==> src/rtl/pingpong_addr_gen.sv <==
// Read-address generator for banked sample BRAMs. It sweeps one frame across
// NUM_PORTS lanes, waits SETTLE_CYC cycles, then flips the ping-pong bank select.
module pingpong_addr_gen #(
  parameter int ADDR_W     = 12,
  parameter int NUM_PORTS  = 2,
  parameter int SETTLE_CYC = 3
) (
  input  logic                          clk,
  input  logic                          rst,
  input  logic                          start,
  input  logic                          mode_cont,
  input  logic                          stop,
  input  logic [ADDR_W-1:0]             load,
  output logic                          clk_c,
  output logic [NUM_PORTS*ADDR_W-1:0]   addr,
  output logic [NUM_PORTS-1:0]          lane_valid,
  output logic                          busy,
  output logic                          switch,
  output logic                          frame_done
);

  localparam int BW = ADDR_W + 1;
  localparam int CW = (SETTLE_CYC > 1) ? $clog2(SETTLE_CYC) : 1;
  localparam logic [CW-1:0] SETTLE_LAST = CW'((SETTLE_CYC > 0) ? (SETTLE_CYC - 1) : 0);
  localparam logic [BW-1:0] STEP        = BW'(NUM_PORTS);

  typedef enum logic [1:0] {
    IDLE   = 2'd0,
    SCAN   = 2'd1,
    SETTLE = 2'd2
  } state_t;

  state_t                        state_q, state_d;
  logic [BW-1:0]                 base_q, base_d;
  logic [CW-1:0]                 cnt_q, cnt_d;
  logic [ADDR_W-1:0]             load_q, load_d;
  logic                          mode_q, mode_d;
  logic                          stop_q, stop_d;
  logic                          switch_q, switch_d;
  logic                          done_q, done_d;
  logic                          busy_q, busy_d;
  logic [NUM_PORTS*ADDR_W-1:0]   addr_q, addr_d;
  logic [NUM_PORTS-1:0]          valid_q, valid_d;
  logic                          toggle_s;
  logic                          stop_eff_s;
  logic                          last_grp_s;

  // Lane k carries base+k, truncated to the BRAM address width.
  function automatic logic [NUM_PORTS*ADDR_W-1:0] lane_addrs(input logic [BW-1:0] b);
    logic [NUM_PORTS*ADDR_W-1:0] a;
    a = '0;
    for (int k = 0; k < NUM_PORTS; k++) begin
      a[k*ADDR_W +: ADDR_W] = ADDR_W'(b + BW'(k));
    end
    return a;
  endfunction

  function automatic logic [NUM_PORTS-1:0] lane_mask(input logic [BW-1:0] b,
                                                     input logic [ADDR_W-1:0] len);
    logic [NUM_PORTS-1:0] m;
    m = '0;
    for (int k = 0; k < NUM_PORTS; k++) begin
      m[k] = (b + BW'(k)) < {1'b0, len};
    end
    return m;
  endfunction

  assign clk_c      = ~clk;
  assign addr       = addr_q;
  assign lane_valid = valid_q;
  assign busy       = busy_q;
  assign switch     = switch_q;
  assign frame_done = done_q;

  assign stop_eff_s = stop_q | stop;
  assign last_grp_s = (base_q + STEP) >= {1'b0, load_q};

  // Next-state and next-output computation for the frame sequencer.
  always_comb begin
    state_d  = state_q;
    base_d   = base_q;
    cnt_d    = cnt_q;
    load_d   = load_q;
    mode_d   = mode_q;
    stop_d   = stop_q;
    switch_d = switch_q;
    done_d   = 1'b0;
    toggle_s = 1'b0;

    case (state_q)
      IDLE: begin
        stop_d = 1'b0;
        base_d = '0;
        if (start && (load != '0)) begin
          state_d = SCAN;
          load_d  = load;
          mode_d  = mode_cont;
        end else begin
          state_d = IDLE;
        end
      end
      SCAN: begin
        stop_d = stop_eff_s;
        if (last_grp_s) begin
          base_d = '0;
          if (SETTLE_CYC == 0) begin
            toggle_s = 1'b1;
          end else begin
            state_d = SETTLE;
            cnt_d   = SETTLE_LAST;
          end
        end else begin
          base_d = base_q + STEP;
        end
      end
      SETTLE: begin
        stop_d = stop_eff_s;
        base_d = '0;
        if (cnt_q == '0) begin
          toggle_s = 1'b1;
        end else begin
          cnt_d = cnt_q - 1'b1;
        end
      end
      default: begin
        state_d = IDLE;
        base_d  = '0;
        stop_d  = 1'b0;
      end
    endcase

    // Frame boundary: flip the bank, then either chain a new frame or park.
    if (toggle_s) begin
      switch_d = ~switch_q;
      done_d   = 1'b1;
      stop_d   = 1'b0;
      base_d   = '0;
      if (mode_q && !stop_eff_s && (load != '0)) begin
        state_d = SCAN;
        load_d  = load;
        mode_d  = mode_cont;
      end else begin
        state_d = IDLE;
      end
    end else begin
      done_d = 1'b0;
    end

    busy_d  = (state_d != IDLE);
    addr_d  = lane_addrs(base_d);
    valid_d = (state_d == SCAN) ? lane_mask(base_d, load_d) : '0;
  end

  // State and output registers.
  always_ff @(posedge clk or posedge rst) begin
    if (rst) begin
      state_q  <= IDLE;
      base_q   <= '0;
      cnt_q    <= '0;
      load_q   <= '0;
      mode_q   <= 1'b0;
      stop_q   <= 1'b0;
      switch_q <= 1'b0;
      done_q   <= 1'b0;
      busy_q   <= 1'b0;
      addr_q   <= lane_addrs('0);
      valid_q  <= '0;
    end else begin
      state_q  <= state_d;
      base_q   <= base_d;
      cnt_q    <= cnt_d;
      load_q   <= load_d;
      mode_q   <= mode_d;
      stop_q   <= stop_d;
      switch_q <= switch_d;
      done_q   <= done_d;
      busy_q   <= busy_d;
      addr_q   <= addr_d;
      valid_q  <= valid_d;
    end
  end

endmodule

==> config.mk <==
export PLATFORM = sky130hd
export DESIGN_NAME = pingpong_addr_gen
export DESIGN_NICKNAME = d
export VERILOG_FILES = /design/src/rtl/pingpong_addr_gen.sv
export SDC_FILE = /design/constraint.sdc
export NUM_CORES = 1
export LEC_CHECK = 0
export ABC_AREA = 1
export BUFFER_PORTS_ARGS = -buffer_cell sky130_fd_sc_hd__buf_4
export CORE_MARGIN = 4
export CORE_UTILIZATION = 25
export CTS_BUF_LIST = sky130_fd_sc_hd__clkbuf_16
export DETAILED_ROUTE_END_ITERATION = 8
export PLACE_DENSITY = 0.45
export SYNTH_ARGS = -nofsm -noshare
export SYNTH_HDL_FRONTEND = slang
export SYNTH_SLANG_ARGS = --single-unit
export TNS_END_PERCENT = 100
==> constraint.sdc <==
create_clock -name clk -period 5.7 [get_ports clk]
set_clock_uncertainty 0.2 [all_clocks]
set_input_delay 0.855 -clock clk [delete_from_list [all_inputs] [get_ports clk]]
set_output_delay 0.855 -clock clk [all_outputs]
set_load 0.005 [all_outputs]
==> flow_summary_export.csv, run 1 <==
group,metric,value,unit
yosys,yosys_warnings,0,
setup_path,rr_startpoint,"addr[1]$_DFF_PP0_",
setup_path,cp.arrival,5.01,ns
yosys,seq_area_frac_synth,0.376,
yosys,yosys.area.top_type,"dfrtp_1",
detailed_routing,wl,8.08,mm
yosys,synthTopCellsByArea,"dfrtp_1, ha_1, inv_1, nand2_1, nor2_1",
yosys,synth_top_area_frac,0.367,
setup_path,timing_worst_setup_path_type,"reg2reg",
clock_network,cts_max_level,2,
die,die_area,14700,um^2
power,p_leak,2.18,nW
power,ir_drop,0.000162,V
setup_path,crit_path_end_kind,"flip-flop",
die,core-area,12600,um^2
finish,fin_util,0.305,
detailed_routing,drc,0,
yosys,syn_area_per_cell,8.06,um^2
clock_network,clk_pin_slew,0.07,ns
worst_hold_path,worstHoldStart,"switch$_DFFE_PP0P_",
power,p_clk_frac,0.277,
power,p_int,0.804,mW
timing,post-route-period-util,0.875,
timing,slew_viol_final,0,
clock_network,cts-buffers-inserted,5,
setup_path,cp-start-kind,"flip-flop",
worst_hold_path,min_to,"switch$_DFFE_PP0P_",
timing,grt_setup_unrepaired,"false",
timing,fin_setup_tns,0,ns
clock_network,cts_hold_buf,0,
timing,tightest_slew,0.636,ns
detailed_routing,firstDrtPassIters,4,
yosys,postSynthCellCount,397,
global_routing,gr-usage-met1,0.170,
detailed_routing,drtAntennaViolNets,0,
power,finalPower,1.29,mW
placed_design,gp_congestion,0.830,
global_routing,grt.overflow.total,0,
setup_path,crit_path_top_delay_cell,"dfrtp_1",
yosys,synthArstFlopShare,1.00,
yosys,yosys-top-cells-count,"inv_1, nand2_1, dfrtp_1",
finish,final_nets,495,
global_routing,grt_usage,0.115,
power,power_per_cell_area,337,nW/um^2
clock_network,root_buffer,"clkbuf_16",
power,p_sw,0.487,mW
global_routing,grt_pass1_wl,13.1,mm
finish,drive_gt1_frac,0.183,
placed_design,dp.cells,602,
detailed_routing,via_per_inst,4.14,
setup_path,r2r_slack,0.71,ns
timing,whs,0.278,ns
clock_network,clk_latency,0.30,ns
timing,worst_slack,0.711,ns
detailed_routing,vias,2525,
die,die_w,121,um
timing,min_period,4.99,ns
power,pwr-share-comb,0.369,
placed_design,dp_worst_setup_slack,0.717,ns
yosys,synth_top_flop_cell,"dfrtp_1",
detailed_routing,drt_iter0_markers,117,
setup_path,crit_fanout,11,
clock_network,cts_buffer_depth,2,
yosys,syn_nets,455,
setup_path,reg2regPathDepth,31,
job,maxCapViolations,0,
placed_design,dp_hpwl,6.59,mm
finish,stdcell_area,3830,um^2
setup_path,worstReg2RegEnd,"lane_valid[1]$_DFF_PP0_",
clock_network,cts_tree,"built",
timing,hold_viol_final,0,
yosys,yosys.cell_count.top_type,"inv_1",
global_routing,use_met2,0.169,
finish,nFillCells,1362,
finish,area_delta_synth_final,19.7,%
global_routing,grt_pass1_vias,2597,
placed_design,io_buffers,46,
clock_network,post_cts_buffers,0,
setup_path,cp_slowest_stage_delay,0.42,ns
die,num_rows,41,
power,swShare,0.378,
timing,fmax,200,MHz
global_routing,grt_max_degree,49,
die,ioPinCount,47,
placed_design,postPlaceCellArea,3660,um^2
worst_hold_path,hold_path_depth,1,
yosys,yosys_register_bits,48,
yosys,synth_edf_count,0,
die,start_util,0.255,
die,dieHeight,121,um
clock_network,cts.repair.resized,0,
finish,antenna_cells,0,
setup_path,required,5.72,ns
timing,slew_headroom,0.576,
global_routing,grt_busiest_layer,"met1",
yosys,synth_cell_types,36,
power,p_seq_frac,0.354,
finish,instances_no_fill,610,
detailed_routing,wl_per_cell,13.2,um
worst_hold_path,hp-class,"reg2reg",
global_routing,grt_util_met3,0.0280,
setup_path,path_common_cell,"nand2_1",
global_routing,antenna_found_initial,0,
yosys,synth_area,3200,um^2
run_status,status,"finished, final reports clean",
timing,setup_viol,0,
worst max-delay path, delay by kind of cell (launching register included):
family / cells / cell delay (ns)
and+or+nand+nor: 18 / 2.03
adders and majority gates: 4 / 1.01
xor gates and xnor gates: 2 / 0.51
AOI/OAI and AO/OA: 3 / 0.44
DFF: 1 / 0.42
buffers and inverters: 4 / 0.31
placed cells by master, fill, tap and decap left out, types with 5 or more instances in the layout:
cell type / count
a21oi_1: 11
buf_4: 47
clkbuf_16: 5
dfrtp_1: 47
ha_1: 41
inv_1: 77
nand2_1: 75
nand2_2: 6
nand3_1: 13
nand4_1: 7
nor2_1: 32
nor2_2: 7
nor3_1: 7
o21ai_0: 15
xor2_1: 9
final cells by class:
class,instances,area [um^2],area share
well taps,172,215,0.0562
flip-flops and latches,48,1200,0.314
clock buffers,6,133,0.0346
repair buffers,46,345,0.0902
clock inverters,4,45.0,0.0118
multi-input cells,254,1590,0.415
inverters,80,300,0.0784
power groups by stage:
stage / combinational (mW) / sequential, mW / clock, mW
5_1_grt: 0.563 / 0.467 / 0.387
3_3_place_gp: 0.474 / 0.464 / 0.0139
6_report: 0.476 / 0.457 / 0.358
4_1_cts: 0.487 / 0.458 / 0.367
2_1_floorplan: 0.334 / 0.454 / 0.00402
3_5_place_dp: 0.483 / 0.463 / 0.0139
per-layer routing:
| metal | part of all wire | wire length [um] | vias up |
|---|---|---|---|
| met3 | 0.053 | 431 | 5 |
| met5 | 0 | 0 | - |
| met2 | 0.42 | 3360 | 52 |
| li1 | - | - | 1312 |
| met4 | 0.0076 | 61 | 0 |
| met1 | 0.52 | 4220 | 1156 |
registers in the layout, indices dropped and copies added (netlist names):
| register | flops |
|---|---|
| addr | 24 |
| base_q | 1 |
| busy | 1 |
| cnt_q | 2 |
| frame_done | 1 |
| lane_valid | 2 |
| load_q | 12 |
| mode_q | 1 |
| state_q | 2 |
| stop_q | 1 |
| switch | 1 |
worst max path at each step:
| stage | start | end | slack (ns) | depth (start not counted) |
|---|---|---|---|---|
| floorplan | addr[1]$_DFF_PP0_ | lane_valid[1]$_DFF_PP0_ | 1.40 | 31 |
| global placement | addr[1]$_DFF_PP0_ | lane_valid[1]$_DFF_PP0_ | 0.84 | 31 |
| detailed placement | addr[1]$_DFF_PP0_ | lane_valid[1]$_DFF_PP0_ | 0.72 | 31 |
| CTS | addr[1]$_DFF_PP0_ | lane_valid[1]$_DFF_PP0_ | 0.68 | 31 |
| global route | addr[1]$_DFF_PP0_ | lane_valid[1]$_DFF_PP0_ | 0.09 | 31 |
| finish | addr[1]$_DFF_PP0_ | lane_valid[1]$_DFF_PP0_ | 0.71 | 31 |
cell families (layout without fill, tap and decap cells):
kind of cell	Yosys count	in the layout	share of synthesized area
xor+xnor	13	13	0.0356
fa+ha+maj	41	41	0.160
compound gates	39	39	0.0696
buf+inv	95	136	0.128
other cells	1	1	0.00117
flops	48	48	0.376
simple gates	159	159	0.227
mux	1	1	0.00313
(Power assumes the default switching activity.)
==> inputs of run 2 (changes only) <==
Settings changed: CORE_MARGIN 4 to default, PLACE_DENSITY 0.45 to 0.37.
==> flow_summary_export.csv, run 2 (synthesis results as in run 1) <==
group,metric,value,unit
run_status,status,"finished, final reports clean",
timing,fmax,201,MHz
detailed_routing,firstDrtPassIters,4,
detailed_routing,drt_iter0_markers,70,
timing,setup_viol,0,
detailed_routing,drc,0,
setup_path,path_common_cell,"nand2_1",
die,start_util,0.261,
power,pwr-share-comb,0.380,
power,p_sw,0.480,mW
finish,drive_gt1_frac,0.181,
setup_path,reg2regPathDepth,30,
clock_network,cts_buffer_depth,2,
clock_network,cts-buffers-inserted,5,
detailed_routing,via_per_inst,4.18,
finish,area_delta_synth_final,18.4,%
power,p_clk_frac,0.250,
timing,post-route-period-util,0.874,
clock_network,root_buffer,"clkbuf_16",
clock_network,clk_latency,0.30,ns
clock_network,cts.repair.resized,0,
setup_path,required,5.73,ns
finish,layout_common_cells,"inv_1, nand2_1, dfrtp_1, buf_4, ha_1",
timing,hold_viol_final,0,
setup_path,crit_path_top_delay_cell,"dfrtp_1",
power,swShare,0.389,
die,dieHeight,115,um
power,ir_drop,0.000162,V
die,die_w,115,um
setup_path,r2r_slack,0.72,ns
power,power_per_cell_area,325,nW/um^2
timing,tightest_slew,0.644,ns
worst_hold_path,hold_path_depth,1,
detailed_routing,vias,2522,
clock_network,clk_pin_slew,0.07,ns
worst_hold_path,hp-class,"reg2reg",
global_routing,grt_usage,0.137,
global_routing,grt_pass1_wl,13.0,mm
finish,final_nets,495,
finish,final_common_cell,"inv_1",
timing,min_period,4.98,ns
placed_design,gp_congestion,0.795,
die,ioPinCount,47,
power,p_seq_frac,0.370,
finish,nFillCells,1339,
setup_path,crit_path_end_kind,"flip-flop",
placed_design,dp_hpwl,6.56,mm
setup_path,crit_fanout,11,
job,maxCapViolations,0,
die,die_area,13300,um^2
power,finalPower,1.23,mW
global_routing,grt_max_degree,49,
global_routing,antenna_found_initial,0,
power,p_int,0.753,mW
timing,slew_headroom,0.571,
clock_network,post_cts_buffers,0,
die,core-area,12300,um^2
detailed_routing,drtAntennaViolNets,0,
setup_path,cp-start-kind,"flip-flop",
placed_design,io_buffers,46,
clock_network,cts_max_level,2,
finish,antenna_cells,0,
setup_path,cp.arrival,5.01,ns
detailed_routing,wl_per_cell,13.4,um
setup_path,timing_worst_setup_path_type,"reg2reg",
setup_path,cp_slowest_stage_delay,0.41,ns
timing,slew_viol_final,0,
detailed_routing,wl,8.12,mm
clock_network,cts_hold_buf,0,
power,p_leak,2.16,nW
finish,largest_register_ffs,24,
timing,grt_setup_unrepaired,"false",
timing,fin_setup_tns,0,ns
die,num_rows,40,
clock_network,cts_tree,"built",
global_routing,grt_pass1_vias,2481,
global_routing,grt.overflow.total,0,
run 2: cell types whose count changed in the layout (fill, tap and decap cells not counted):
cell        delta
clkinvlp_2     +1
clkinv_1       -1
clkinvlp_4     -1
bufinv_16      -1
run 2: worst max-delay path: cells and delay by family (launching register included):
family / cells / cell delay, ns
AO/OA/AOI/OAI: 4 / 0.57
XOR/XNOR: 2 / 0.44
AND/OR/NAND/NOR: 16 / 1.95
flip-flops: 1 / 0.41
buffers and inverters: 4 / 0.30
adder cells (fa/ha/maj): 4 / 1.00
run 2: power by group through the flow:
stage / combinational [mW] / sequential [mW] / clock (mW)
6_report: 0.469 / 0.456 / 0.308
3_5_place_dp: 0.479 / 0.463 / 0.0139
4_1_cts: 0.482 / 0.456 / 0.322
2_1_floorplan: 0.334 / 0.454 / 0.00402
3_3_place_gp: 0.478 / 0.463 / 0.0139
5_1_grt: 0.553 / 0.466 / 0.335
run 2: worst paths after layout:
check	end	from
worst max-delay path	lane_valid[1]$_DFF_PP0_	addr[1]$_DFF_PP0_
worst min-delay path	switch$_DFFE_PP0P_	switch$_DFFE_PP0P_
worst max register to register	lane_valid[1]$_DFF_PP0_	addr[1]$_DFF_PP0_
worst min register to register	switch$_DFFE_PP0P_	switch$_DFFE_PP0P_
max in group asynchronous	addr[8]$_DFF_PP0_	rst
min in group asynchronous	load_q[6]$_DFF_PP0_	rst
run 2: layer usage:
layer	up-vias	track usage	routed length, um
met2	58	0.204	3430
li1	1314	-	-
met5	-	0	0
met4	0	0.0485	138
met1	1141	0.190	4160
met3	9	0.0364	394
run 2: area by class of cell:
| class | count | area [um^2] | area share |
|---|---|---|---|
| multi-input combinational | 254 | 1590 | 0.419 |
| sequential | 48 | 1200 | 0.317 |
| timing repair buffer | 46 | 345 | 0.0911 |
| inverter | 80 | 300 | 0.0793 |
| tap | 168 | 210 | 0.0555 |
| clock buffer | 6 | 133 | 0.0350 |
| clock inverter | 2 | 8.76 | 0.00231 |
run 2: metrics by stage:
stage	util	setup slack, ns	hold WS, ns	cell area, um^2	std cells
6_report	0.309	0.721	0.291	3790	604
2_1_floorplan	-	1.40	0.254	3200	397
4_1_cts	0.309	0.642	0.297	3790	604
3_5_place_dp	0.298	0.671	0.278	3660	598
3_3_place_gp	0.298	0.848	0.273	3660	598
5_1_grt	0.309	0.163	0.322	3790	604
==> inputs of run 3 (changes only) <==
Settings changed: CORE_ASPECT_RATIO from default to 0.5.
==> flow_summary_export.csv, run 3 (synthesis results as in run 1) <==
group,metric,value,unit
finish,fin_util,0.312,
timing,grt_setup_unrepaired,"false",
setup_path,crit_fanout,11,
setup_path,required,5.72,ns
setup_path,worstReg2RegEnd,"lane_valid[1]$_DFF_PP0_",
setup_path,r2r_slack,0.62,ns
placed_design,io_buffers,46,
die,die_area,13300,um^2
power,ir_drop,0.000107,V
clock_network,clk_latency,0.29,ns
setup_path,timing_worst_setup_path_type,"reg2reg",
global_routing,grt_max_degree,49,
setup_path,reg2regPathDepth,30,
timing,slew_viol_final,0,
clock_network,cts_max_level,2,
job,maxCapViolations,0,
worst_hold_path,hold_path_depth,2,
detailed_routing,wl,8.76,mm
clock_network,cts.repair.resized,0,
setup_path,path_common_cell,"nand2_1",
timing,tightest_slew,0.656,ns
placed_design,dp_hpwl,7.16,mm
setup_path,rr_startpoint,"addr[1]$_DFF_PP0_",
worst_hold_path,hp-class,"reg2reg",
clock_network,cts-buffers-inserted,5,
setup_path,crit_family,"simple AND/OR/NAND/NOR gates",
global_routing,grt_pass1_vias,2454,
run_status,status,"finished, final reports clean",
global_routing,grt_pass1_wl,13.9,mm
detailed_routing,firstDrtPassIters,4,
timing,min_period,5.08,ns
die,die_w,162,um
detailed_routing,drc,0,
finish,drive_gt1_frac,0.180,
setup_path,crit_path_top_delay_cell,"dfrtp_1",
global_routing,grt_usage,0.143,
placed_design,gp_congestion,0.831,
setup_path,cp_num_buf_inv,4,
power,p_leak,2.17,nW
detailed_routing,drtAntennaViolNets,0,
finish,area_delta_synth_final,18.5,%
clock_network,cts_tree,"built",
finish,final_nets,495,
detailed_routing,drt_iter0_markers,117,
clock_network,clk_pin_slew,0.07,ns
timing,hold_viol_final,0,
clock_network,post_cts_buffers,0,
global_routing,antenna_found_initial,0,
timing,slew_headroom,0.563,
detailed_routing,wl_per_cell,14.5,um
timing,whs,0.292,ns
global_routing,grt.overflow.total,0,
power,finalPower,1.24,mW
setup_path,path_depth,30,
detailed_routing,via_per_inst,4.15,
setup_path,crit_path_end_kind,"flip-flop",
clock_network,cts_hold_buf,0,
finish,instances_no_fill,603,
power,power_per_cell_area,327,nW/um^2
detailed_routing,vias,2502,
finish,antenna_cells,0,
clock_network,cts_buffer_depth,2,
finish,layout_common_cells,"inv_1, nand2_1, dfrtp_1, buf_4, ha_1",
clock_network,root_buffer,"clkbuf_16",
worst_hold_path,min_to,"mode_q$_DFF_PP0_",
timing,setup_viol,0,
timing,fin_setup_tns,0,ns
finish,largest_register_ffs,24,
die,ioPinCount,47,
die,num_rows,28,
die,dieHeight,82.0,um
timing,fmax,197,MHz
finish,final_common_cell,"inv_1",
die,start_util,0.263,
setup_path,cp.arrival,5.10,ns
setup_path,cp-start-kind,"flip-flop",
setup_path,cp_slowest_stage_delay,0.41,ns
die,core-area,12200,um^2
timing,post-route-period-util,0.891,
worst_hold_path,worstHoldStart,"mode_q$_DFF_PP0_",
placed_design,dp.cells,595,
run 3: cell count changes in the layout (fill, tap and decap cells not counted), sizes merged:
cell      change
clkinv        +1
clkinvlp      -1
inv           +2
run 3: worst max-delay path by stage:
stage,start,end,slack [ns]
3_5_place_dp,addr[1]$_DFF_PP0_,lane_valid[1]$_DFF_PP0_,0.65
4_1_cts,addr[1]$_DFF_PP0_,lane_valid[1]$_DFF_PP0_,0.63
5_1_grt,addr[1]$_DFF_PP0_,lane_valid[1]$_DFF_PP0_,0.20
2_1_floorplan,addr[1]$_DFF_PP0_,lane_valid[1]$_DFF_PP0_,1.40
6_report,addr[1]$_DFF_PP0_,lane_valid[1]$_DFF_PP0_,0.62
3_3_place_gp,addr[1]$_DFF_PP0_,lane_valid[1]$_DFF_PP0_,0.69
run 3: layout make-up:
type / instances / area, um^2
fillers: 1320 / 8360
inverters: 80 / 300
clock buffers: 6 / 133
flip-flops and latches: 48 / 1200
well taps: 165 / 206
multi-input cells: 254 / 1590
repair buffers: 46 / 345
clock inverters: 4 / 16.3
run 3: per-stage QoR:
| stage | area (um^2) | worst slack (ns) |
|---|---|---|
| CTS | 3790 | 0.628 |
| finish | 3790 | 0.619 |
| floorplan | 3200 | 1.40 |
| global route | 3790 | 0.199 |
| global placement | 3650 | 0.694 |
| detailed placement | 3650 | 0.654 |
run 3: metal layers:
metal / global-route usage / vias to the layer above / wire length [um]
met5: 0 / - / 0
met3: 0.0288 / 4 / 385
li1: - / 1316 / -
met1: 0.223 / 1141 / 4950
met2: 0.195 / 41 / 3360
met4: 0.0321 / 0 / 59
run 3: worst min-delay path, cell delays in order (launching register included):
cell,delay [ns]
dfrtp_1,0.35
mux2i_1,0.07
inv_1,0.05
run 3: where the power goes:
part,total (mW),internal (mW),switching (mW),leakage (nW)
sequential,0.458,0.417,0.0409,0.612
combinational,0.472,0.169,0.303,1.48
clock,0.310,0.169,0.141,0.0863
